**config.mk**
```make
export PLATFORM = sky130hd
export DESIGN_NAME = tick_timer_arb_flat
export DESIGN_NICKNAME = d
export VERILOG_FILES = /design/src/rtl/tick_timer_arb_if.sv /design/src/rtl/tick_timer_arb.sv /design/src/flat_wrapper.sv
export SDC_FILE = /design/constraint.sdc
export NUM_CORES = 1
export LEC_CHECK = 0
export ABC_AREA = 1
export CORE_MARGIN = 2
export CORE_UTILIZATION = 50
export CTS_CLUSTER_DIAMETER = 50
export DETAILED_ROUTE_END_ITERATION = 8
export PLACE_DENSITY = 0.81
export SLEW_MARGIN = 20
export SYNTH_ARGS = -nofsm -noshare
export SYNTH_HDL_FRONTEND = slang
export SYNTH_SLANG_ARGS = --single-unit
```
**constraint.sdc**
```tcl
create_clock -name clk -period 2.5 [get_ports clk]
set_clock_uncertainty 0.2 [all_clocks]
set_input_delay 0.5 -clock clk [delete_from_list [all_inputs] [get_ports clk]]
set_output_delay 0.5 -clock clk [all_outputs]
set_load 0.02 [all_outputs]
```
**src/rtl/tick_timer_arb_if.sv**
```systemverilog
// tick_timer_arb_if: request/grant/timer bundle shared by the requesters and the timer arbiter.
interface tick_timer_arb_if #(
  parameter int N_REQ = 3,
  parameter int CNT_W = 8
);
  logic [N_REQ-1:0]       req;
  logic [N_REQ*CNT_W-1:0] len;
  logic [N_REQ-1:0]       gnt;
  logic                   busy;
  logic                   tick;
  logic [N_REQ-1:0]       done;
  modport master (output req, len, input gnt, busy, tick, done);
  modport slave  (input req, len, output gnt, busy, tick, done);
endinterface

```
**src/rtl/tick_timer_arb.sv**
```systemverilog
// tick_timer_arb: one prescaled interval timer shared by N_REQ requesters.
// TICK_ARB_RR_EN selects round-robin arbitration; otherwise fixed priority (lowest index).
module tick_timer_arb #(
  parameter int N_REQ    = 3,
  parameter int PRESCALE = 50000000,
  parameter int PRE_W    = 26,
  parameter int CNT_W    = 8
)(
  input logic             clk,
  input logic             rst,
  tick_timer_arb_if.slave bus
);
  localparam int IDX_W = $clog2(N_REQ);
  typedef enum logic [1:0] {S_IDLE, S_LOAD, S_RUN, S_DONE} state_t;
  state_t           r_state;
  logic [PRE_W-1:0] r_pre;
  logic [CNT_W-1:0] r_rem;
  logic [IDX_W-1:0] r_win;
  logic [IDX_W-1:0] r_ptr;
  logic [N_REQ-1:0] r_gnt;
  logic [N_REQ-1:0] r_done;
  logic             r_busy;
  logic             r_tick;
  logic [IDX_W-1:0] w_win;
  logic [CNT_W-1:0] w_len;
  assign w_len    = bus.len[int'(r_win)*CNT_W +: CNT_W];
  assign bus.gnt  = r_gnt;
  assign bus.busy = r_busy;
  assign bus.tick = r_tick;
  assign bus.done = r_done;
  // lowest set request overall, overridden by the lowest one at or after r_ptr
  always_comb begin
    w_win = '0;
    for (int j = N_REQ - 1; j >= 0; j--)
      if (bus.req[j]) w_win = IDX_W'(j);
    for (int j = N_REQ - 1; j >= 0; j--)
      if (bus.req[j] && IDX_W'(j) >= r_ptr) w_win = IDX_W'(j);
  end
  always_ff @(posedge clk or posedge rst)
    if (rst) begin
      r_state <= S_IDLE;
      r_gnt   <= '0;
      r_busy  <= 1'b0;
      r_tick  <= 1'b0;
      r_done  <= '0;
      r_pre   <= '0;
      r_rem   <= '0;
      r_ptr   <= '0;
      r_win   <= '0;
    end else begin
      r_tick <= 1'b0;
      r_done <= '0;
      if (r_state == S_DONE || (r_state != S_IDLE && !bus.req[r_win])) begin
        r_state <= S_IDLE;
        r_gnt   <= '0;
        r_busy  <= 1'b0;
`ifdef TICK_ARB_RR_EN
        r_ptr   <= (r_win == IDX_W'(N_REQ - 1)) ? '0 : r_win + 1'b1;
`endif
      end else if (r_state == S_IDLE) begin
        if (|bus.req) begin
          r_win   <= w_win;
          r_gnt   <= N_REQ'(1) << w_win;
          r_busy  <= 1'b1;
          r_state <= S_LOAD;
        end
      end else if (r_state == S_LOAD) begin
        r_rem   <= w_len;
        r_pre   <= '0;
        r_state <= (w_len == '0) ? S_DONE : S_RUN;
        r_done  <= (w_len == '0) ? r_gnt : '0;
      end else if (r_pre == PRE_W'(PRESCALE - 1)) begin
        r_pre  <= '0;
        r_tick <= 1'b1;
        r_rem  <= r_rem - 1'b1;
        if (r_rem == CNT_W'(1)) begin
          r_done  <= r_gnt;
          r_state <= S_DONE;
        end
      end else
        r_pre <= r_pre + 1'b1;
    end
endmodule
```
**src/flat_wrapper.sv**
```systemverilog
// flat-port wrapper written by rule: the top's interface ports become plain ports
module tick_timer_arb_flat 
#(
  parameter int N_REQ    = 3,
  parameter int PRESCALE = 50000000,
  parameter int PRE_W    = 26,
  parameter int CNT_W    = 8
)
  (clk, rst, bus_req, bus_len, bus_gnt, bus_busy, bus_tick, bus_done);
  tick_timer_arb_if #(.N_REQ(N_REQ), .CNT_W(CNT_W)) bus_i ();
  input logic clk;
  input logic rst;
  input wire logic [$bits(bus_i.req)-1:0] bus_req;
  input wire logic [$bits(bus_i.len)-1:0] bus_len;
  output wire logic [$bits(bus_i.gnt)-1:0] bus_gnt;
  output wire logic [$bits(bus_i.busy)-1:0] bus_busy;
  output wire logic [$bits(bus_i.tick)-1:0] bus_tick;
  output wire logic [$bits(bus_i.done)-1:0] bus_done;
  assign bus_i.req = bus_req;
  assign bus_i.len = bus_len;
  assign bus_gnt = bus_i.gnt;
  assign bus_busy = bus_i.busy;
  assign bus_tick = bus_i.tick;
  assign bus_done = bus_i.done;
  tick_timer_arb #(.N_REQ(N_REQ), .PRESCALE(PRESCALE), .PRE_W(PRE_W), .CNT_W(CNT_W)) u_core (.clk(clk), .rst(rst), .bus(bus_i));
endmodule
```
==> results of run 1 <==
==> cell type report <==
class / instances / area, um^2
flip-flops and latches: 46 / 1150
multi-input cells: 348 / 1610
clock buffers: 5 / 68.8
well taps: 75 / 93.8
inverters: 59 / 224
repair buffers: 44 / 420
clock inverters: 3 / 43.8
fillers: 567 / 2310
==> final timing paths <==
check | to | cells after the start | start | slack [ps]
max | u_core.r_rem[6] | 10 | u_core.r_pre[0] | 400
min | u_core.r_rem[1] | 2 | u_core.r_rem[1] | 290
max reg2reg | u_core.r_rem[6] | 10 | u_core.r_pre[0] | 400
min reg2reg | u_core.r_rem[1] | 2 | u_core.r_rem[1] | 290
max in group asynchronous | u_core.r_pre[15] | 3 | rst | 1210
min in group asynchronous | u_core.r_pre[2] | 2 | rst | 330
==> flip-flops by register name, indices dropped and copies added, names as in the netlist <==
signal,count
u_core.r_pre,26
u_core.bus.tick,1
u_core.r_win,2
u_core.bus.busy,1
u_core.bus.done,3
u_core.r_state,2
u_core.bus.gnt,3
u_core.r_rem,8
==> power breakdown <==
group          switching [W]  total, W  internal [W]
clock               0.000268  0.000568      0.000300
combinational       0.000999   0.00156      0.000565
sequential          0.000198   0.00114      0.000937
==> tightest hold or removal path, delay by kind of cell (launching register included) <==
family	cells	cell delay, ps
DFF	1	350
and+or+nand+nor	1	70
AOI/OAI and AO/OA	1	50
==> synthesized netlist by cell type, types with 2 or more instances <==
library cell | n | area (um^2)
buf_2 | 3 | 15.0
inv_1 | 54 | 203
dfrtp_1 | 46 | 1150
o21ai_0 | 17 | 85.1
inv_2 | 4 | 15.0
o21ai_1 | 2 | 10.0
nor3_1 | 11 | 55.1
xor2_1 | 7 | 61.3
nor2_2 | 3 | 18.8
nor2_1 | 65 | 244
nand2_1 | 159 | 597
nand4_1 | 12 | 75.1
o21ai_2 | 3 | 26.3
ha_1 | 3 | 37.5
buf_6 | 5 | 56.3
nor4_1 | 2 | 12.5
nand3_1 | 26 | 130
nand2_2 | 4 | 25.0
nand3b_1 | 2 | 15.0
nand2_4 | 2 | 22.5
a21oi_1 | 20 | 100
buf_4 | 2 | 15.0
==> layer usage <==
layer	GRT usage [%]	part of all wire, %	wire length, um
met4	8.00	1.6	110
met1	26.2	43	3060
met5	0	0	0
met2	41.4	51	3570
met3	3.80	4.5	321
==> per-stage QoR <==
step	cells	hold slack [ps]	power [W]	setup WS [ps]	util, %
after global placement	572	264	0.00265	158	59.1
after CTS	580	297	0.00328	422	61.0
after detailed placement	572	275	0.00271	149	59.1
final	580	294	0.00327	403	61.0
after floorplan	463	255	0.00234	712	-
after global routing	580	332	0.00354	228	61.0
==> cells by family after synthesis <==
group           after synthesis  share of synthesized area [%]
simple gates                293                           41.1
buf+inv                      69                           10.1
fa+ha+maj                     3                           1.22
xor+xnor                      8                           2.28
flops                        46                           37.5
compound gates               44                           7.75
==> out/results.md, run 1 <==
- **Sinks on Clock Net** 46
- **slew at the pin closest to its max-slew limit** 447 ps
- **min cycle time layout** 2100 ps
- **detailed-route via count** 2945
- **summed negative setup slack over all endpoints** 0 ps
- **number of standard cells after synthesis** 463
- **fin crit share** 83.9%
- **Residual DRC** 0
- **number of register bits inferred by synthesis** 46
- **first-pass GRT wire length** 11800 um
- **primary flip-flop cell chosen by synthesis mapping** dfrtp_1
- **pin count of the biggest net entering global routing** 23
- **number of buffers inserted during clock tree synthesis** 5
- **Routed Wire Length** 7060 um
- **result of the run** finished clean
- **number of ports placed on the die boundary** 37
- **overflow left after global routing** 0
- **Initial Util** 51.8%
- **H-Tree Depth** 2
- **placer congestion estimate** 0.873
- **placed wire-length estimate** 5550 um
- **Synthesized Nets** 495
- **core area** 5920 um^2
- **number of nets at the end of the flow** 536
- **Worst Path Max Fanout** 17
- **TritonCTS clock tree** yes
- **static power due to leakage** 1.74 nW
- **area overhead of the layout relative to synthesis** 17.6%
- **drt pass-1 iters** 4
- **pwr/cell area** 905 nW/um^2
- **Critical Path Start Type** flop
- **Cell Area, Placed** 3500 um^2
- **number of hold-slack violations in the final timing report** 0
- **mean cell area of the mapped netlist** 6.63 um^2
- **most used cells in the layout excluding fill and tap cells** nand2_1 (159), nor2_1 (65), inv_1 (53), dfrtp_1 (46), clkdlybuf4s50_1 (36)
- **starting DRC count in detailed routing** 195
- **via count of the first global-routing pass** 2735
- **latest clock arrival within the worst-skew pair** 300 ps
- **crit-path cells** ha_1 -> nand2_1 -> nor2_2 -> nand2_1 -> nor2_1 -> nand2_2 -> nand2_2 -> nand2_4 -> nand2_1 -> o21ai_0
- **# hold bufs at CTS** 0
- **maximum count of clock buffers along a single path** 2
- **setup repair after global routing missed its margin** false
- **cell repeated most along the worst path** nand2_1
- **highest clock frequency the design can meet** 477 MHz
- **antenna violations before repair** 0
- **Crit Path Category** reg2reg
- **fin. max-slew vios** 0
- **height of the chip** 82.3 um
- **arrival time of the worst setup path** 2070 ps
- **number of port buffers** 36
- **number of warnings printed during yosys synthesis** 2
- **worst-case vdd ir drop** 0.490 mV
- **Layout Cell Area excl Fill** 3610 um^2
- **Mapped Area** 3070 um^2
- **crit-path leading delay family** simple AND/OR/NAND/NOR gates
- **worst slew margin relative to its limit** 70.2%
- **Post-synth EDFFs** 0
- **Worst Hold Class** reg2reg
- **Inserted Diodes** 0
- **Die Span X** 82.3 um
- **post-detailed-route count of antenna-violating nets** 0
- **routed wire length per instance** 12.2 um
- **share of async-settable or async-resettable flops after synthesis** 100%
- **Worst Setup End Kind** flop
- **portion of the post-synthesis area used by sequential elements** 37.5%
- **Tot GR Track Use** 22.5%
- **share of final-layout standard cells stronger than drive strength 1** 7.92%
- **# Max-Cap Violations** 0
- **count of instances resized after the clock tree is built** 0
- **Required @ worst endpoint** 2470 ps
- **number of different library cells in the post-synthesis netlist** 33
- **die footprint** 6780 um^2
- **post-CTS setup buffer count** 0
- **delay contributed by the slowest stage of the critical path** 410 ps
- **master cell of the clock root buffer** clkbuf_8
- **slowest stage cell, crit path** dfrtp_1
- **setup violators final** 0
- **number of rows created at floorplan** 28
- **detailed-route vias per instance** 5.08
- **most common cell after layout, fill and taps aside** nand2_1
- **CTS clk-pin slew, worst paths** 90 ps
- **Critical path buffers and inverters** 0
Note: power is estimated with default switching activity, not from simulation.
==> run 2: changes to the inputs <==
--- a/config.mk
+++ b/config.mk
@@ -10,7 +10,7 @@
 export CORE_UTILIZATION = 50
 export CTS_CLUSTER_DIAMETER = 50
 export DETAILED_ROUTE_END_ITERATION = 8
-export PLACE_DENSITY = 0.81
+export PLACE_DENSITY = 0.84
 export SLEW_MARGIN = 20
 export SYNTH_ARGS = -nofsm -noshare
 export SYNTH_HDL_FRONTEND = slang
==> constraint.sdc (replaced) <==
create_clock -name clk -period 1.8 [get_ports clk]
set_clock_uncertainty 0.2 [all_clocks]
set_input_delay 0.36 -clock clk [delete_from_list [all_inputs] [get_ports clk]]
set_output_delay 0.36 -clock clk [all_outputs]
set_load 0.02 [all_outputs]
==> out/results.md, run 2 (synthesized netlist as in run 1, its figures left out) <==
- **starting DRC count in detailed routing** 326, +67%
- **violated checks** negative setup slack
- **Crit Path Category** reg2reg
- **result of the run** finished, violations left
- **detailed-route via count** 3393, +15%
- **Inserted Diodes** 0, unchanged
- **die footprint** 6780 um^2, unchanged
- **TritonCTS clock tree** yes
- **setup violators final** 4, +4
- **number of hold-slack violations in the final timing report** 0, unchanged
- **static power due to leakage** 2.01 nW, +15%
- **worst slew margin relative to its limit** 68.3%, -1.9 points
- **overflow left after global routing** 0, unchanged
- **post-detailed-route count of antenna-violating nets** 0, unchanged
- **arrival time of the worst setup path** 1840 ps, -230 ps
- **Tot GR Track Use** 26.5%, +4.0 points
- **via count of the first global-routing pass** 3300, +21%
- **pin count of the biggest net entering global routing** 47, +100%
- **number of buffers inserted during clock tree synthesis** 5, unchanged
- **post-place setup slack** -434 ps, -583 ps
- **worst-case vdd ir drop** 0.863 mV, +76%
- **antenna violations before repair** 0, unchanged
- **drt pass-1 iters** 5, +1
- **Die Span X** 82.3 um, unchanged
- **highest clock frequency the design can meet** 543 MHz, +14%
- **pwr/cell area** 1320 nW/um^2, +46%
- **height of the chip** 82.3 um, unchanged
- **most used cells in the layout excluding fill and tap cells** nand2_1 (152), inv_1 (51), nor2_1 (51), buf_4 (44), dfrtp_1 (43)
- **number of rows created at floorplan** 28, unchanged
- **Worst Setup End Kind** flop
- **setup repair after global routing missed its margin** true
- **Routed Wire Length** 8920 um, +26%
- **Sinks on Clock Net** 46, unchanged
- **share of final-layout standard cells stronger than drive strength 1** 23.3%, +15 points
- **final core occ** 70.7%, +9.7 points
- **FILL cells** 437, -23%
- **number of ports placed on the die boundary** 37, unchanged
- **min cycle time layout** 1840 ps, -255 ps
- **Critical Path Start Type** flop
- **number of port buffers** 36, unchanged
- **Cell Area, Placed** 3760 um^2, +7.4%
- **detailed-route vias per instance** 5.46, +7.6%
- **placed wire-length estimate** 6010 um, +8.3%
- **Worst Hold Class** in2async
- **area occupied by multi-input gates** 1840 um^2, +15%
- **area overhead of the layout relative to synthesis** 36.4%
- **Required @ worst endpoint** 1800 ps, -670 ps
- **Residual DRC** 0, unchanged
- **first-pass GRT wire length** 14000 um, +18%
- **Layout Cell Area excl Fill** 4190 um^2, +16%
- **area of all sequential standard cells** 1150 um^2, +0.33%
- **# Max-Cap Violations** 0, unchanged
- **Most flops, register** u_core.r_pre
- **routed wire length per instance** 14.4 um, +18%
- **core area** 5920 um^2, unchanged
- **maximum count of clock buffers along a single path** 2, unchanged
- **number of nets at the end of the flow** 577, +7.6%
- **master cell of the clock root buffer** clkbuf_8
- **latest clock arrival within the worst-skew pair** 320 ps, +20 ps
- **slew at the pin closest to its max-slew limit** 475 ps, +28.0 ps
- **largest registers in the final layout** u_core.r_pre (26), u_core.r_rem (8)
- **CTS clk-pin slew, worst paths** 100 ps, about the same
- **fin. max-slew vios** 0, unchanged
- **most common cell after layout, fill and taps aside** nand2_1
- **H-Tree Depth** 2, unchanged
- **Worst Path Max Fanout** 7, -10
- **fin crit share** 102%, +18 points
- **Largest register FFs** 26, unchanged
- **crit path setup slack, layout** -41.9 ps, -445 ps
- **Initial Util** 51.8%, unchanged
- **placer congestion estimate** 0.995, +14%
- **tightest hold margin** 192 ps, -102 ps
-- run 2: worst paths after layout --
path                            slack, ps             from  cells after the start                end
worst min-delay path                  190              rst                      3  u_core.bus.gnt[1]
worst max register to register        -40  u_core.r_pre[7]                      8   u_core.r_pre[16]
min in group clk                      290  u_core.r_rem[1]                      2    u_core.r_rem[1]
max in group asynchronous             960              rst                      3    u_core.r_win[0]
worst max-delay path                  -40  u_core.r_pre[7]                      8   u_core.r_pre[16]
worst min register to register        290  u_core.r_rem[1]                      2    u_core.r_rem[1]
-- run 2: layer usage --
layer  share of wire [%]  global-route usage [%]  vias up
met1                  39                    32.3     1599
met5                   0                       0        -
li1                    -                       -     1618
met4                 3.9                    10.7        0
met2                  51                    46.1      141
met3                 6.1                    4.78       35
-- run 2: power breakdown --
group          total (W)  internal (W)  switching, W  leakage, nW
Sequential       0.00158       0.00131      0.000277        0.613
Combinational    0.00312       0.00130       0.00183         1.35
Clock           0.000807      0.000413      0.000393       0.0504
-- run 2: worst max-delay path: stages, from the launching register on --
cell and delay (ps):
dfrtp_1 430, inv_1 130, nor3_2 260, nand2_1 180
nor2_4 210, buf_4 150, nand3_1 70, nand2_1 70
nor2_1 40
-- run 2: what timing repair did --
action	CTS	global route
pin swaps	5	8
gates cloned	0	1
hold buffers	0	0
resized for setup	26	51
buffers inserted	1	7
setup endpoints to repair	35	41
-- run 2: layout make-up --
| class | count | share of cell area (%) |
|---|---|---|
| Timing Repair Buffer | 84 | 18.0 |
| Clock buffer | 5 | 1.64 |
| Sequential cell | 46 | 27.6 |
| Multi-Input combinational cell | 349 | 44.0 |
| Clock inverter | 3 | 1.08 |
| Tap cell | 75 | 2.24 |
| Inverter | 59 | 5.47 |
-- run 2: per-stage QoR --
stage               total power (W)  cells  TNS (ps)
floorplan                   0.00325    463         0
global placement            0.00406    605     -9850
detailed placement          0.00416    605    -11220
CTS                         0.00501    613     -14.1
global route                0.00588    621     -2840
finish                      0.00551    621      -103
